## config.mk

```make
export PLATFORM = sky130hd
export DESIGN_NAME = rr_arbiter4
export DESIGN_NICKNAME = d
export VERILOG_FILES = /design/src/rtl/arb_pkg.sv /design/src/rtl/rr_pick4.sv /design/src/rtl/rr_arbiter4.sv
export SDC_FILE = /design/constraint.sdc
export NUM_CORES = 1
export LEC_CHECK = 0
export CAP_MARGIN = 20
export CORE_MARGIN = 2
export CORE_UTILIZATION = 54
export DETAILED_ROUTE_END_ITERATION = 12
export HOLD_SLACK_MARGIN = 0.08
export PLACE_DENSITY = 0.84
export SLEW_MARGIN = 15
export SYNTH_ARGS = -nofsm -noshare
export SYNTH_HDL_FRONTEND = slang
export SYNTH_SLANG_ARGS = --single-unit
```

## constraint.sdc

```tcl
create_clock -name clk -period 3.3 [get_ports clk]
set_input_delay 0.495 -clock clk [delete_from_list [all_inputs] [get_ports clk]]
set_output_delay 0.495 -clock clk [all_outputs]
set_load 0.01 [all_outputs]
```

## src/rtl/arb_pkg.sv

```systemverilog
// Shared constants and helpers for the four-way round-robin arbiter.
package arb_pkg;

    localparam int unsigned N_REQ = 4;
    localparam int unsigned IDX_W = 2;

    // Arbiter FSM encoding
    localparam logic [0:0] ST_IDLE  = 1'b0;
    localparam logic [0:0] ST_GRANT = 1'b1;

    // One-hot (or zero) to binary index; matches the encoder/decoder pair.
    function automatic logic [IDX_W-1:0] onehot_to_idx(input logic [N_REQ-1:0] oh);
        logic [IDX_W-1:0] idx;
        idx = '0;
        for (int i = 0; i < N_REQ; i++) begin
            if (oh[i]) idx = idx | IDX_W'(i);
        end
        return idx;
    endfunction

endpackage

```

## src/rtl/rr_pick4.sv

```systemverilog
// Combinational round-robin picker: first set request at or after ptr, mod 4.
module rr_pick4
    import arb_pkg::*;
(
    input  logic [N_REQ-1:0] req,
    input  logic [IDX_W-1:0] ptr,
    output logic             found,
    output logic [N_REQ-1:0] pick_onehot,
    output logic [IDX_W-1:0] pick_idx
);

    logic [2*N_REQ-1:0] req_dbl;
    logic [N_REQ-1:0]   req_rot;
    logic [N_REQ-1:0]   pick_rot;
    logic [2*N_REQ-1:0] pick_dbl;

    // Rotate so ptr sits at bit 0, isolate lowest set bit, rotate back
    always_comb begin
        req_dbl     = {req, req};
        req_rot     = req_dbl[ptr +: N_REQ];
        pick_rot    = req_rot & (~req_rot + 4'd1);
        pick_dbl    = {pick_rot, pick_rot} << ptr;
        pick_onehot = pick_dbl[2*N_REQ-1:N_REQ];
        pick_idx    = onehot_to_idx(pick_onehot);
        found       = |req;
    end

endmodule

```

## src/rtl/rr_arbiter4.sv

```systemverilog
// Four-requester round-robin arbiter with registered one-hot grant and index.
// Optional hold-time limit enabled by defining ARB_HOLD_LIMIT_EN.
module rr_arbiter4
    import arb_pkg::*;
#(
    parameter int unsigned MAX_HOLD = 8,
    parameter int unsigned HOLD_W   = 8
) (
    input  logic             clk,
    input  logic             rst,
    input  logic [N_REQ-1:0] req,
    output logic [N_REQ-1:0] grant,
    output logic [IDX_W-1:0] grant_idx,
    output logic             grant_valid
);

    if (MAX_HOLD < 2 || MAX_HOLD > 255 || (MAX_HOLD - 1) >= (1 << HOLD_W)) begin : g_param_check
        $error("rr_arbiter4: MAX_HOLD must be 2..255 and fit in HOLD_W bits");
    end

    logic [0:0]       state_q, state_d;
    logic [IDX_W-1:0] ptr_q, ptr_d;
    logic [N_REQ-1:0] grant_q, grant_d;
    logic [IDX_W-1:0] idx_q, idx_d;

    logic [N_REQ-1:0] others;
    logic [IDX_W-1:0] owner_next;
    logic             owner_req;
    logic             release_now;
    logic [N_REQ-1:0] pick_req;
    logic [IDX_W-1:0] pick_ptr;
    logic             found;
    logic [N_REQ-1:0] pick_onehot;
    logic [IDX_W-1:0] pick_idx;

`ifdef ARB_HOLD_LIMIT_EN
    logic [HOLD_W-1:0] hold_cnt_q, hold_cnt_d;
    logic              hold_max;
`endif

    // Requests other than the owner, and where the search resumes after release
    always_comb begin
        others     = req & ~grant_q;
        owner_next = idx_q + 2'd1;
        owner_req  = |(req & grant_q);
        // In IDLE search all requests from ptr; in GRANT search the others from owner+1
        pick_req   = (state_q == ST_IDLE) ? req : others;
        pick_ptr   = (state_q == ST_IDLE) ? ptr_q : owner_next;
`ifdef ARB_HOLD_LIMIT_EN
        hold_max    = (hold_cnt_q == HOLD_W'(MAX_HOLD - 1));
        release_now = !owner_req || (hold_max && |others);
`else
        release_now = !owner_req;
`endif
    end

    rr_pick4 u_pick (
        .req         (pick_req),
        .ptr         (pick_ptr),
        .found       (found),
        .pick_onehot (pick_onehot),
        .pick_idx    (pick_idx)
    );

    // Next-state logic for FSM, pointer, grant and hold counter
    always_comb begin
        state_d = state_q;
        ptr_d   = ptr_q;
        grant_d = grant_q;
        idx_d   = idx_q;
`ifdef ARB_HOLD_LIMIT_EN
        hold_cnt_d = hold_cnt_q;
`endif
        case (state_q)
            ST_IDLE: begin
                if (found) begin
                    state_d = ST_GRANT;
                    grant_d = pick_onehot;
                    idx_d   = pick_idx;
`ifdef ARB_HOLD_LIMIT_EN
                    hold_cnt_d = '0;
`endif
                end
            end
            ST_GRANT: begin
                if (release_now) begin
                    ptr_d = owner_next;
`ifdef ARB_HOLD_LIMIT_EN
                    hold_cnt_d = '0;
`endif
                    if (found) begin
                        // Hand over directly, no idle bubble
                        grant_d = pick_onehot;
                        idx_d   = pick_idx;
                    end else begin
                        state_d = ST_IDLE;
                        grant_d = '0;
                        idx_d   = '0;
                    end
                end else begin
`ifdef ARB_HOLD_LIMIT_EN
                    // Saturate when nobody else is waiting
                    if (!hold_max) hold_cnt_d = hold_cnt_q + HOLD_W'(1);
`endif
                end
            end
            default: begin
                state_d = ST_IDLE;
                grant_d = '0;
                idx_d   = '0;
            end
        endcase
    end

    // State registers with synchronous reset
    always_ff @(posedge clk) begin
        if (rst) begin
            state_q <= ST_IDLE;
            ptr_q   <= '0;
            grant_q <= '0;
            idx_q   <= '0;
`ifdef ARB_HOLD_LIMIT_EN
            hold_cnt_q <= '0;
`endif
        end else begin
            state_q <= state_d;
            ptr_q   <= ptr_d;
            grant_q <= grant_d;
            idx_q   <= idx_d;
`ifdef ARB_HOLD_LIMIT_EN
            hold_cnt_q <= hold_cnt_d;
`endif
        end
    end

    assign grant       = grant_q;
    assign grant_idx   = idx_q;
    assign grant_valid = (state_q == ST_GRANT);

endmodule

```

==> flow_metrics.py <==
metrics = {
    "status": {
        "outcome": "finished clean",
    },
    "route": {
        "dr_total_vias": 789,
        "wl_um": 1790,
        "dr.pass1.iters": 4,
        "ant_nets": 0,
        "wire_per_inst_um": 15.1,
        "viasPerCell": 6.63,
        "drc": 0,
        "drt_iter0_drc": 44,
    },
    "cells_and_area": {
        "num-nets-final": 111,
        "design_area_um2": 857,
        "final_cell_mix": "12 x nor2_1, 12 x clkdlybuf4s50_1, 10 x nand2_1, 10 x a21oi_1, 9 x dfxtp_1",
        "stdcell_count": 119,
        "fin_util_pct": 67.6,
        "antenna_cells": 0,
        "drive_above_1_share_pct": 13.5,
        "area_delta_synth_final_pct": 20.4,
    },
    "grt": {
        "first_global_vias": 633,
        "antenna_found_initial": 0,
        "overflow": 0,
        "grt_max_degree": 24,
        "groute.usage.overall_pct": 25.7,
        "grt_pass1_wl_um": 2700,
    },
    "sta": {
        "setup_viol": 0,
        "fin_tns_setup_ns": 0,
        "final.setup_skew_ns": 0.000353,
        "hold_slack_ns": 0.545,
        "fin_ws_ns": 1.01,
        "period_minus_slack_ns": 2.29,
        "grt_setup_unrepaired": "false",
        "drv_slew": 0,
        "worstMarginPinSlew_ns": 0.713,
        "hold_violations": 0,
        "min_period_over_period_pct": 69.4,
        "slew_headroom_pct": 52.4,
        "fmax_mhz": 437,
    },
    "clocking": {
        "cts_buffers": 3,
        "cts.sinks": 9,
        "clkSlewWorstSetupHoldPaths_ns": 0.06,
        "cts_buffer_depth": 2,
        "hold_buffers": 0,
        "post_cts_buffers": 0,
        "htree_levels": 1,
        "cts_resized": 0,
        "cts_tree": "yes",
        "clk_latency_ns": 0.26,
        "cts-root-buf": "clkbuf_4",
    },
    "worst_setup_path": {
        "critical_path_class": "input port to flip-flop",
        "rrSetupSlack_ns": 1.12,
        "critPathLaunchType": "input port",
        "cp-end-kind": "flip-flop",
        "crit_fanout": 6,
        "crit_arrival_ns": 2.47,
        "critPathRequiredTime_ns": 3.49,
    },
    "power_and_ir_drop": {
        "p_int_uw": 248,
        "power.switching_uw": 146,
        "power.total_uw": 394,
        "pwr-share-seq_pct": 39.5,
        "switching_share_pct": 37.1,
        "combPwrFrac_pct": 39.7,
        "peakVddDrop_mv": 0.290,
        "power.density_mw_per_mm2": 460,
        "p_clk_share_pct": 20.8,
        "p_leak_nw": 0.329,
    },
    "die": {
        "die_h_um": 40.3,
        "ios": 13,
        "dieArea_mm2": 0.00162,
        "core_mm2": 0.00127,
        "start_util_pct": 56.1,
        "num_rows": 13,
        "die_w_um": 40.3,
    },
    "place": {
        "gp_congestion": 0.885,
        "dp.cells": 115,
        "io_buffers": 12,
        "place_area_um2": 831,
        "dpl.hpwl_um": 1370,
        "post-place-ws_ns": 0.855,
    },
    "yosys": {
        "synth_cell_type_count": 38,
        "synth-seq-cells": 9,
        "synthTopCellsByArea": "dfxtp_1 25%, a21oi_1 7.0%, nor2_1 6.3%",
        "ys_seq_area_share_pct": 25.3,
        "async_flop_share_pct": 0,
        "synth_nets": 97,
        "synth_edf_count": 0,
        "synth_area_per_cell_um2": 7.82,
        "synthCells": 91,
        "synth-main-ff-cell": "dfxtp_1",
        "yosysWarnings": 0,
        "netlist.area_leader.share_pct": 25.3,
        "yosysTopAreaCell": "dfxtp_1",
        "syn_area_um2": 712,
    },
    "hold_path": {
        "hold_class": "flip-flop to flip-flop",
    },
    "run": {
        "maxCapViolations": 0,
    },
}
## registers in the layout (all words and copies together) (netlist names)
register     cells
grant            4
grant_idx        2
grant_valid      1
ptr_q            2
## cells in the mapped netlist, types with 2 or more instances
cell type and count:
nor3b_1 2, o41ai_2 2, dfxtp_1 9, inv_1 3, nand3b_1 2, and3b_2 2
buf_4 2, nand2b_1 3, nand2_1 10, o2111ai_1 2, o211ai_1 2, o21ai_0 5
nor2_1 12, a21oi_1 10, a22o_1 2
## path summary, 6_finish.rpt
kind,startpoint,end,cells past startpoint
worst max-delay path,req[2],grant[2]$_SDFFE_PP0P_,6
worst min-delay path,grant[1]$_SDFFE_PP0P_,grant[1]$_SDFFE_PP0P_,2
worst max register to register,grant_valid$_SDFF_PP0_,grant[2]$_SDFFE_PP0P_,5
worst min register to register,grant[1]$_SDFFE_PP0P_,grant[1]$_SDFFE_PP0P_,2
## area by class of cell
class,count,area [um2]
Fill cell,108,412
Timing Repair Buffer,12,120
Inverter,3,11.3
Clock buffer,4,26.3
Multi-Input combinational cell,76,500
Tap cell,15,18.8
Sequential cell,9,180
## critical path, stage by stage
cell	delay, ns
clkdlybuf4s50_1	0.58
a21boi_1	0.42
nand2_1	0.17
nor4bb_1	0.51
o21ai_0	0.14
a21oi_1	0.15
## kinds of logic after synthesis
| kind of cell | share of synthesized area [%] |
|---|---|
| compound gates | 38.1 |
| xor+xnor | 2.29 |
| mux | 1.41 |
| flops | 25.3 |
| buf+inv | 4.39 |
| simple gates | 28.5 |
## power by group through the flow
stage	clock [mW]	combinational [mW]	sequential [mW]
after floorplan	0	0.105	0.151
after global placement	0	0.152	0.156
after detailed placement	0	0.155	0.157
after CTS	0.0850	0.156	0.154
after global routing	0.0887	0.171	0.158
final	0.0818	0.157	0.156
## per-layer routing
metal  track usage [%]  part of all wire (%)  vias to the layer above
li1                  -                     -                      372
met1              32.1                    44                      368
met2              40.3                    45                       40
met3              5.00                   8.2                        9
met4              15.8                   3.3                        0
met5                 0                     0                        -
Power figures use the tool's default switching activity.
